`src/rtl/bpred_update_ctrl.sv`:
```
`timescale 1ns/1ps
`default_nettype none
// +--------------------------------------------------------------------------+
// | bpred_update_ctrl                                                        |
// | Init sweep plus buffered, serialized read-modify-write of 2-bit counters |
// | Revision: 1.0                                                            |
// +--------------------------------------------------------------------------+
module bpred_update_ctrl #(
  parameter int         IDX_W      = 8,
  parameter int         FIFO_DEPTH = 4,
  parameter logic [1:0] CTR_INIT   = 2'b01
) (
  input  logic                          clk,
  input  logic                          reset,
  input  logic                          execute_bpredictor_update,
  input  logic [31:0]                   execute_bpredictor_PC4,
  input  logic                          execute_bpredictor_dir,
  input  logic                          soin_bpredictor_stall,
  output logic [IDX_W-1:0]              tbl_raddr,
  input  logic [1:0]                    tbl_rdata,
  output logic                          tbl_wen,
  output logic [IDX_W-1:0]              tbl_waddr,
  output logic [1:0]                    tbl_wdata,
  output logic                          init_busy,
  output logic                          upd_overflow,
  output logic [$clog2(FIFO_DEPTH):0]   fifo_count
);

  localparam int PTR_W = $clog2(FIFO_DEPTH);
  localparam int CNT_W = PTR_W + 1;
  localparam int ENT_W = IDX_W + 1;
  localparam logic [CNT_W-1:0] FULL_CNT = CNT_W'(FIFO_DEPTH);

  typedef enum logic [1:0] {
    ST_INIT = 2'd0,
    ST_IDLE = 2'd1,
    ST_RD   = 2'd2,
    ST_WR   = 2'd3
  } state_t;

  state_t             state_q, state_d;
  logic [IDX_W-1:0]   sweep_q, sweep_d;
  logic [IDX_W-1:0]   op_idx_q, op_idx_d;
  logic               op_dir_q, op_dir_d;
  logic [PTR_W-1:0]   wr_ptr_q, wr_ptr_d;
  logic [PTR_W-1:0]   rd_ptr_q, rd_ptr_d;
  logic [CNT_W-1:0]   count_q, count_d;
  logic               ovf_q, ovf_d;
  logic [ENT_W-1:0]   mem_q [FIFO_DEPTH];
  logic [ENT_W-1:0]   mem_d [FIFO_DEPTH];

  logic [31:0]        pc_m4;
  logic [IDX_W-1:0]   push_idx;
  logic               unused_pc_bits;
  logic [ENT_W-1:0]   head;
  logic               pop;
  logic               push_ok;
  logic               full;

  // Index comes from the branch PC itself, so undo the +4 with a wrapping subtract.
  assign pc_m4          = execute_bpredictor_PC4 - 32'd4;
  assign push_idx       = pc_m4[IDX_W+1:2];
  assign unused_pc_bits = ^{pc_m4[31:IDX_W+2], pc_m4[1:0]};

  assign head         = mem_q[rd_ptr_q];
  assign full         = (count_q == FULL_CNT);
  assign fifo_count   = count_q;
  assign upd_overflow = ovf_q;

  function automatic logic [1:0] sat_update(input logic [1:0] c, input logic up);
    if (up) begin
      return (c == 2'b11) ? c : c + 2'd1;
    end
    return (c == 2'b00) ? c : c - 2'd1;
  endfunction

  always_comb begin
    state_d   = state_q;
    sweep_d   = sweep_q;
    op_idx_d  = op_idx_q;
    op_dir_d  = op_dir_q;
    pop       = 1'b0;
    tbl_raddr = op_idx_q;
    tbl_wen   = 1'b0;
    tbl_waddr = op_idx_q;
    tbl_wdata = CTR_INIT;
    init_busy = 1'b0;

    case (state_q)
      ST_INIT: begin
        init_busy = 1'b1;
        tbl_wen   = 1'b1;
        tbl_waddr = sweep_q;
        tbl_wdata = CTR_INIT;
        sweep_d   = sweep_q + 1'b1;
        if (sweep_q == {IDX_W{1'b1}}) begin
          state_d = ST_IDLE;
        end
      end
      ST_IDLE: begin
        tbl_raddr = head[ENT_W-1:1];
        if ((count_q != '0) && !soin_bpredictor_stall) begin
          pop      = 1'b1;
          op_idx_d = head[ENT_W-1:1];
          op_dir_d = head[0];
          state_d  = ST_RD;
        end
      end
      ST_RD: begin
        // Keep the address steady so the RAM output still holds this entry in WR.
        tbl_raddr = op_idx_q;
        state_d   = ST_WR;
      end
      ST_WR: begin
        tbl_raddr = op_idx_q;
        tbl_wen   = 1'b1;
        tbl_waddr = op_idx_q;
        tbl_wdata = sat_update(tbl_rdata, op_dir_q);
        state_d   = ST_IDLE;
      end
      default: begin
        state_d = ST_INIT;
      end
    endcase

    // Reset must suppress a write already in progress this very cycle.
    if (reset) begin
      tbl_raddr = '0;
      tbl_wen   = 1'b0;
      tbl_waddr = '0;
      tbl_wdata = CTR_INIT;
      init_busy = 1'b1;
    end
  end

  always_comb begin
    mem_d    = mem_q;
    push_ok  = execute_bpredictor_update && (!full || pop);
    wr_ptr_d = wr_ptr_q;
    rd_ptr_d = rd_ptr_q;
    count_d  = count_q;
    ovf_d    = ovf_q | (execute_bpredictor_update && full && !pop);

    if (push_ok) begin
      mem_d[wr_ptr_q] = {push_idx, execute_bpredictor_dir};
      wr_ptr_d        = wr_ptr_q + 1'b1;
    end
    if (pop) begin
      rd_ptr_d = rd_ptr_q + 1'b1;
    end
    if (push_ok && !pop) begin
      count_d = count_q + 1'b1;
    end else if (!push_ok && pop) begin
      count_d = count_q - 1'b1;
    end
  end

  always_ff @(posedge clk) begin
    if (reset) begin
      state_q  <= ST_INIT;
      sweep_q  <= '0;
      op_idx_q <= '0;
      op_dir_q <= 1'b0;
      wr_ptr_q <= '0;
      rd_ptr_q <= '0;
      count_q  <= '0;
      ovf_q    <= 1'b0;
      for (int i = 0; i < FIFO_DEPTH; i++) begin
        mem_q[i] <= '0;
      end
    end else begin
      state_q  <= state_d;
      sweep_q  <= sweep_d;
      op_idx_q <= op_idx_d;
      op_dir_q <= op_dir_d;
      wr_ptr_q <= wr_ptr_d;
      rd_ptr_q <= rd_ptr_d;
      count_q  <= count_d;
      ovf_q    <= ovf_d;
      mem_q    <= mem_d;
    end
  end

endmodule
`default_nettype wire

```
`config.mk`:
```
export PLATFORM = sky130hd
export DESIGN_NAME = bpred_update_ctrl
export DESIGN_NICKNAME = d
export VERILOG_FILES = /design/src/rtl/bpred_update_ctrl.sv
export SDC_FILE = /design/constraint.sdc
export NUM_CORES = 1
export LEC_CHECK = 0
export CORE_ASPECT_RATIO = 1.1
export CORE_MARGIN = 1.5
export CORE_UTILIZATION = 40
export CTS_BUF_LIST = sky130_fd_sc_hd__clkbuf_4 sky130_fd_sc_hd__clkbuf_8 sky130_fd_sc_hd__clkbuf_16
export DETAILED_ROUTE_END_ITERATION = 10
export GPL_TIMING_DRIVEN = 0
export PLACE_DENSITY = 0.74
export SLEW_MARGIN = 20
export SYNTH_ARGS = -nofsm -noshare
export SYNTH_HDL_FRONTEND = slang
export SYNTH_SLANG_ARGS = --single-unit
```
`constraint.sdc`:
```
create_clock -name clk -period 7.8 [get_ports clk]
set_clock_uncertainty 0.15 [all_clocks]
set_input_delay 0.78 -clock clk [delete_from_list [all_inputs] [get_ports clk]]
set_output_delay 0.78 -clock clk [all_outputs]
set_load 0.03 [all_outputs]
```
; ---- After elaboration in Yosys (flattened, before gate mapping)
; Cells that the tools add are included.
[totals]
regBits = 63
out_inout_bits = 24
in_bits = 39
[op_classes]
magnitude_cmp = 3
reduce_logical = 19
n_addsub = 8
eq_ne = 8
n_mux = 29
bitwise_logic = 3
[ops]
columns = cell, count
row1 = bitwise mux 36 bit, 1
row2 = two-way mux 8 bit, 4
row3 = two-way mux 9 bit, 3
row4 = binary-select mux 9 bit (select 2 bit), 1
row5 = demux 9 bit (select 2 bit), 1
row6 = two-way mux 2 bit, 8
row7 = subtractor 10 x 3 -> 10 bit (second input constant), 1
row8 = adder 8 x 1 -> 8 bit (second input constant), 1
row9 = equality test 8 bit (second input constant), 1
row10 = two-way mux 1 bit, 8
row11 = one-hot mux 2 bit (4 select lines), 1
row12 = logical AND 1 bit, 7
row13 = adder 2 x 1 -> 2 bit (second input constant), 3
row14 = equality test 2 bit (second input constant), 3
row15 = greater-or-equal comparator 3 bit (second input constant), 2
row16 = two-way mux 3 bit, 2
row17 = NOT 2 -> 3 bit, 2
row18 = logical NOT 1 bit, 4
row19 = logical NOT 2 bit, 2
row20 = inequality test 2 bit (second input constant), 2
row21 = AND reduction 2 bit, 2
row22 = adder 3 x 1 -> 3 bit (second input constant), 1
row23 = equality test 3 bit (second input constant), 1
row24 = < comparator 3 x 1 -> 1 bit (second input constant), 1
row25 = other kinds (8), 8

; ---- Logic depth before layout (Yosys ltp)
; Gate-level depths: netlist of the first run.
[depth]
ltp_word = 10
depth_mapped = 11

; ---- Least setup slack after synthesis of the first run
; No wires, ideal clock.
[synth_path]
kind = input to register
startpoint = input port soin_bpredictor_stall
endpoint = register count_q[2], in the netlist fifo_count[2]
setup_time_ps = 71
setup_slack_ps = 4990
cell_stages = 9
path_buffers = 1
arrival_ps = 2589
cell_sequence = nand2b_1 > clkbuf_1 > a21boi_1 > ha_1 > inv_1 > fa_1 > xor2_1 > or3_1 > a21oi_1
[synth_via]
elab_chain_cells = 9
[synth_lines]
columns = item, line
row1 = from (decl), 18  ; input logic soin_bpredictor_stall,
row2 = logical NOT 1 bit (*), 102  ; if ((count_q != '0) && !soin_bpredictor_stall) begin
row3 = logical AND 1 bit (*), 102
row4 = two-way mux 1 bit (*), 102
row5 = two-way mux 1 bit (*), 89  ; case (state_q)
row6 = logical OR 1 bit (*), 138  ; push_ok = execute_bpredictor_update && (!full || pop);
row7 = logical AND 1 bit (*), 138
row8 = net push_ok, 57  ; logic push_ok;
row9 = logical NOT 1 bit, 153  ; end else if (!push_ok && pop) begin
row10 = logical AND 1 bit, 153
row11 = nonzero test 2 bit (no line), -
row12 = to (signal assigned), 178  ; count_q <= count_d;
row13 = to (decl), 47  ; logic [CNT_W-1:0] count_q, count_d;
; The timed path passes the listed nets; every way through them passes the cells marked *.
; A chain may end at the register's enable or synchronous reset.

; ---- Worst setup path in the final report of the first run
[layout_path]
startpoint = input port reset
endpoint = output port tbl_raddr[7]
[layout_via]
elab_chain_cells = 1
[layout_lines]
columns = item, line
row1 = from (decl), 14  ; input logic reset,
row2 = two-way mux 8 bit, 127  ; if (reset) begin
row3 = to (decl), 19  ; output logic [IDX_W-1:0] tbl_raddr,
; Every way passes these cells.

==> results of run 1 <==
## per-layer routing
layer  wire length (um)  vias up  global-route usage, %
li1                   -     1219                      -
met5                  0        -                      0
met2               3333       45                  30.14
met1               3122     1131                  22.42
met3                220        9                  4.458
met4                108        0                  7.392
## critical path, cell delays in order
cell             delay (ns)
clkdlybuf4s50_1        0.49
clkbuf_1               0.33
clkbuf_1               0.47
nor2_1                 0.11
clkdlybuf4s50_1        0.61
## cells by family after synthesis
family | count (synthesis) | synth area share, %
and+or+nand+nor | 108 | 16.18
DFF | 63 | 41.08
AOI/OAI and AO/OA | 46 | 10.96
muxes | 42 | 17.36
buffers and inverters | 32 | 4.197
xor gates and xnor gates | 17 | 4.849
adders and majority gates | 13 | 5.379
## where the power goes
| part | total (uW) | switching [uW] | leakage [uW] | internal, uW |
|---|---|---|---|---|
| combinational | 366 | 204 | 0.000751 | 163 |
| clock | 312 | 122 | 0.000113 | 189 |
| sequential | 413 | 40.9 | 0.000512 | 372 |
## sequential cells by signal, indices dropped and copies added, names as in the netlist
name,count
upd_overflow,1
wr_ptr_q,2
state_q,2
fifo_count,3
rd_ptr_q,2
op_idx_q,8
sweep_q,8
mem_q,36
op_dir_q,1
## area by class of cell
cell class                      count  area, sq um  area share, %
Multi-Input combinational cell    226         1680          44.51
Sequential cell                    63         1261          33.41
Timing Repair Buffer               38        380.4          10.08
Clock buffer                       11        145.1          3.845
Tap cell                           87        108.9          2.884
Buffer                             20        83.83          2.221
Clock inverter                      4        70.07          1.856
Inverter                           12        45.04          1.193
## through the flow
stage / std cells / util (%) / hold WS, ns
after floorplan: 321 / - / 0.3046
after global placement: 446 / 47.90 / 0.3048
after detailed placement: 446 / 47.90 / 0.3184
after CTS: 461 / 50.79 / 0.3330
after global routing: 461 / 50.79 / 0.3690
final: 461 / 50.79 / 0.3292
## placed cells by master (no fill, tap or decap), drive strengths merged, types with 2 or more instances in the layout
| master | n |
|---|---|
| nor2 | 77 |
| dfxtp | 63 |
| clkdlybuf4s50 | 38 |
| mux2i | 33 |
| a211oi | 32 |
| clkbuf | 23 |
| inv | 12 |
| ha | 10 |
| mux4 | 9 |
| xnor2 | 9 |
| xor2 | 8 |
| buf | 8 |
| a21oi | 8 |
| nand2 | 7 |
| or3 | 4 |
| nand4 | 4 |
| nand2b | 3 |
| o21ai | 3 |
| nor3b | 3 |
| maj3 | 2 |
| and3 | 2 |
| or2 | 2 |
| clkinv | 2 |
| bufinv | 2 |
## worst max-delay path by stage
stage	from	endpoint	slack (ns)	cells after the start
5_1_grt	reset	tbl_raddr[7]	3.91	5
6_report	reset	tbl_raddr[7]	4.08	5
2_1_floorplan	soin_bpredictor_stall	fifo_count[2]$_SDFFE_PP0P_	4.99	9
3_5_place_dp	reset	tbl_raddr[7]	4.05	5
4_1_cts	reset	tbl_raddr[5]	4.05	5
3_3_place_gp	reset	tbl_raddr[5]	4.08	5
==> flow_summary.yaml, run 1 <==
status:
  status: "finished clean"
floorplanning:
  fp.dieArea_sq_um: 8211
  row_count: 33
  die_h_um: 94.89
  die_w_um: 86.54
  ios: 63
  core_area_sq_um: 7432
  start_util_pct: 41.31
finish:
  fillCellCount: 689
  diodes: 0
  drive_gt1_share_pct: 11.23
  final_area_sq_um: 3775
  layout.nets: 420
  area_growth_pct: 22.94
min_path:
  min_path_type: "flip-flop to flip-flop"
  worst_hold_path.endpoint: "upd_overflow$_SDFF_PP0_"
  worstHoldStart: "upd_overflow$_SDFF_PP0_"
  min_path_cells: 2
yosys:
  seq_area_frac_synth_pct: 41.08
  synth.top_cell.area_share_pct: 41.08
  syn_nets: 371
  ys_top_cells_by_count: "nor2_1, dfxtp_1, mux2i_1, a211oi_1"
  synthCells: 321
  syn_avg_cell_area_sq_um: 9.565
  syn-cell-area_sq_um: 3070
  synth_most_common_cell: "nor2_1"
  yosys.area.top_type: "dfxtp_1"
  yosys-top-cells-area: "dfxtp_1, mux2i_1, nor2_1, a211oi_1, mux4_2"
  synth_edf_count: 0
  ys_types: 35
  yosys_warnings: 0
  ys_ff_latch: 63
  async_flop_share_pct: 0
  synth_ff_type: "dfxtp_1"
power_and_ir_drop:
  irDropWorstVdd_mv: 0.1292
  p_per_area_nw_per_um2: 289.0
  p_leak_uw: 0.001376
  total_power_uw: 1091
grt:
  overflow: 0
  antenna_found_initial: 0
  first_global_vias: 2409
  grt_max_degree: 11
  grt_pass1_wl_mm: 11.21
  track_usage_pct: 18.11
drt:
  drc_errors: 0
  wirelength_mm: 6.784
  routed-via-count: 2404
  antenna_left: 0
  first_pass_iters: 4
  wire_per_inst_um: 14.72
  vias_per_cell: 5.215
  drt_iter0_markers: 81
critical_path:
  cp-start-kind: "input port"
  reg2reg_depth: 11
  path_max_fanout: 10
  worstSetupPathType: "input port to output pin"
  arrival_ns: 2.79
  r2r-start: "state_q[1]$_SDFFE_PP0P_"
  cp-end-kind: "output pin"
  worst_ep_required_time_ns: 6.87
  worstReg2RegEnd: "fifo_count[2]$_SDFFE_PP0P_"
  r2r_setup_slack_ns: 5.02
run:
  drv_cap: 0
sta:
  finalSetupViolCount: 0
  hold_viol_final: 0
  slew_headroom_pct: 54.54
  setup_ws_ns: 4.078
  min_period_ns: 3.722
  rsz0062_at_grt: "false"
  finalCritPeriodShare_pct: 47.71
  worst_pin_slew_ns: 0.6820
  fmax_mhz: 268.7
  setup-tns-final_ns: 0
  slew_viol_final: 0
place:
  dpl_cell_area_sq_um: 3560
  io_buffers: 38
  gp_congestion: 0.7697
  post-place-ws_ns: 4.055
  dp_hpwl_mm: 4.914
clocking:
  cts_buffers: 9
  clk_transition_reported_paths_ns: 0.07
  ctsResizeCount: 0
  root_buffer: "clkbuf_8"
  postCtsSetupBuffers: 0
  cts.sinks: 63
  cts-hold-fix-buffers: 0
  cts_tree: "built"
  h-tree-depth: 3
  clockBufferDepth: 2
  insertion_delay_ns: 0.34
No activity file was read; power rests on OpenSTA's default activity.
==> run 2, diff against run 1 <==
- clock period: 7.8 -> 3.75 ns (I/O delays scaled with it)
==> results of run 2 <==
Same layout as run 1 (identical final DEF). Status: finished clean.
Among the figures that moved: setup slack after placement 4.055 ns -> 0.6725 ns; setup slack after layout 4.078 ns -> 0.7326 ns; start point of the critical path reset -> state_q[1]$_SDFFE_PP0P_; end point of the critical path tbl_raddr[7] -> tbl_raddr[1]; register-to-register setup slack 5.02 ns -> 0.97 ns; total power 1091 uW -> 2269 uW; worst IR drop on VDD 0.1292 mV -> 0.2688 mV
==> run 3, diff against run 2 <==
- PLACE_DENSITY: 0.74 -> 0.76
- clock period: 3.75 -> 2.5 ns (I/O delays scaled with it)
==> run 3 against run 2 <==
Effect of this change:
- count of clock-buffer cells in the layout grew 1
- worst setup slack lost 0.64 ns
- routed wire length grew 8.1%
- non-clock buffer count shrank 1
- cell count is the same
- sequential share of layout area is essentially flat
- hold slack lost 0.014 ns
- core utilization grew 0.34 points
- power grew 51%
- die area is the same
- flip-flop and latch count is the same
- critical endpoint is now fifo_count[2]$_SDFFE_PP0P_
==> flow_summary.yaml, run 3 (synthesis results as in run 1) <==
status:
  status: "finished clean"
critical_path:
  cp_num_buf_inv: 2
  path_max_fanout: 4
  crit_family: "simple AND/OR/NAND/NOR gates"
  cp-start-kind: "flip-flop"
  worstSetupPathType: "flip-flop to flip-flop"
  crit_chain: "or3_4, and3_4, inv_2, ha_4, inv_1, fa_1, xor2_1, or3_1, a21oi_2"
  worst_ep_required_time_ns: 2.62
  cp_num_cells: 9
  cp_slowest_stage_delay_ns: 0.40
  cp-end-kind: "flip-flop"
  arrival_ns: 2.54
  reg2reg_depth: 9
  crit_slowest_cell: "or3_4"
clocking:
  cts_buffers: 9
  cts.sinks: 63
  insertion_delay_ns: 0.34
  clk_transition_reported_paths_ns: 0.07
  cts_tree: "built"
  h-tree-depth: 3
  root_buffer: "clkbuf_8"
  cts-hold-fix-buffers: 0
  clockBufferDepth: 2
drt:
  drc_errors: 0
  wirelength_mm: 7.333
  antenna_left: 0
  first_pass_iters: 4
  routed-via-count: 2474
  wire_per_inst_um: 15.91
  drt_iter0_markers: 132
  vias_per_cell: 5.367
finish:
  drive_gt1_share_pct: 18.18
  most-common-layout-cells: "nor2_1, dfxtp_1, mux2i_1"
  finalNonFillerCells: 461
  area_growth_pct: 23.76
  diodes: 0
  largest_register_ffs: 36
  final_common_cell: "nor2_1"
  layout.nets: 419
  final_area_sq_um: 3800
  top_regs: "mem_q: 36 flops, op_idx_q: 8 flops, sweep_q: 8 flops"
  largest-register: "mem_q"
sta:
  whs_ns: 0.3155
  hold_viol_final: 0
  worst_pin_slew_ns: 0.5998
  finalSetupViolCount: 0
  setup-tns-final_ns: 0
  fmax_mhz: 414.6
  min_period_ns: 2.412
  finalCritPeriodShare_pct: 96.49
  rsz0062_at_grt: "false"
  slew_headroom_pct: 60.01
  slew_viol_final: 0
power_and_ir_drop:
  p_leak_uw: 0.001461
  p_per_area_nw_per_um2: 902.8
  switching_share_pct: 35.07
  pwr-share-comb_pct: 36.0
  irDropWorstVdd_mv: 0.3624
  p_int_uw: 2227
  clock_power_share_pct: 26.2
  pwr-share-seq_pct: 37.8
  power.switching_uw: 1203
floorplanning:
  core_area_sq_um: 7432
  ios: 63
  row_count: 33
  start_util_pct: 41.31
  fp.dieArea_sq_um: 8211
  die_w_um: 86.54
  die_h_um: 94.89
place:
  dpl_cell_area_sq_um: 3565
  dp_hpwl_mm: 5.028
  gp_congestion: 0.7838
  io_buffers: 38
  placed_cells: 446
grt:
  antenna_found_initial: 0
  track_usage_pct: 19.17
  overflow: 0
  first_global_vias: 2455
  grt_pass1_wl_mm: 11.98
  grt_max_degree: 11
run:
  drv_cap: 0
min_path:
  min_path_cells: 2
  min_path_type: "flip-flop to flip-flop"
[run 3: power groups by stage]
stage	registers [uW]	clock network, uW	logic, uW
after global placement	1300	0	1120
after detailed placement	1310	0	1160
after floorplan	1330	0	801
after CTS	1300	912	1180
final	1300	899	1230
after global routing	1320	961	1350
[run 3: repair_timing]
| action | in CTS | in global routing |
|---|---|---|
| setup endpoints to repair | 20 | 19 |
| gates resized for setup | 31 | 26 |
| buffers inserted | 1 | 1 |
| pin swaps | 1 | 2 |
[run 3: worst paths after layout]
kind | endpoint | slack (ns) | startpoint
max | fifo_count[2]$_SDFFE_PP0P_ | 0.09 | fifo_count[0]$_SDFFE_PP0P_
min | upd_overflow$_SDFF_PP0_ | 0.32 | upd_overflow$_SDFF_PP0_
max reg2reg | fifo_count[2]$_SDFFE_PP0P_ | 0.09 | fifo_count[0]$_SDFFE_PP0P_
min reg2reg | upd_overflow$_SDFF_PP0_ | 0.32 | upd_overflow$_SDFF_PP0_
[run 3: worst reg2reg max path, delay by kind of cell, from the launching register on]
| kind | cells | cell delay [ns] |
|---|---|---|
| and+or+nand+nor | 3 | 0.91 |
| adders and majority gates | 2 | 0.51 |
| DFF | 1 | 0.36 |
| xor gates and xnor gates | 1 | 0.17 |
| buffers and inverters | 2 | 0.13 |
| AOI/OAI and AO/OA | 1 | 0.12 |
[run 3: per-stage QoR]
stage	total power [uW]	util, %	setup slack, ns
after global placement	2423	47.96	-0.2427
after floorplan	2132	-	0.009163
after global routing	3628	51.13	0.007648
after CTS	3389	50.71	-0.1521
after detailed placement	2467	47.96	-0.3098
final	3430	51.13	0.08784
[run 3: metal layers]
| layer | vias up | share of wire, % | global-route usage [%] | routed length (um) |
|---|---|---|---|---|
| li1 | 1218 | - | - | - |
| met1 | 1173 | 42 | 23.30 | 3069 |
| met2 | 68 | 51 | 31.90 | 3762 |
| met3 | 15 | 5.0 | 4.108 | 365 |
| met4 | 0 | 1.8 | 9.812 | 135 |
| met5 | - | 0 | 0 | 0 |
[run 3: final cells by class]
cell class / instances / area [sq um]
Buffer: 17 / 92.59
Multi-Input combinational cell: 226 / 1730
Clock inverter: 4 / 45.04
Tap cell: 87 / 108.9
Fill cell: 690 / 3632
Clock buffer: 12 / 152.6
Sequential cell: 63 / 1269
Timing Repair Buffer: 40 / 356.6
Inverter: 12 / 45.04
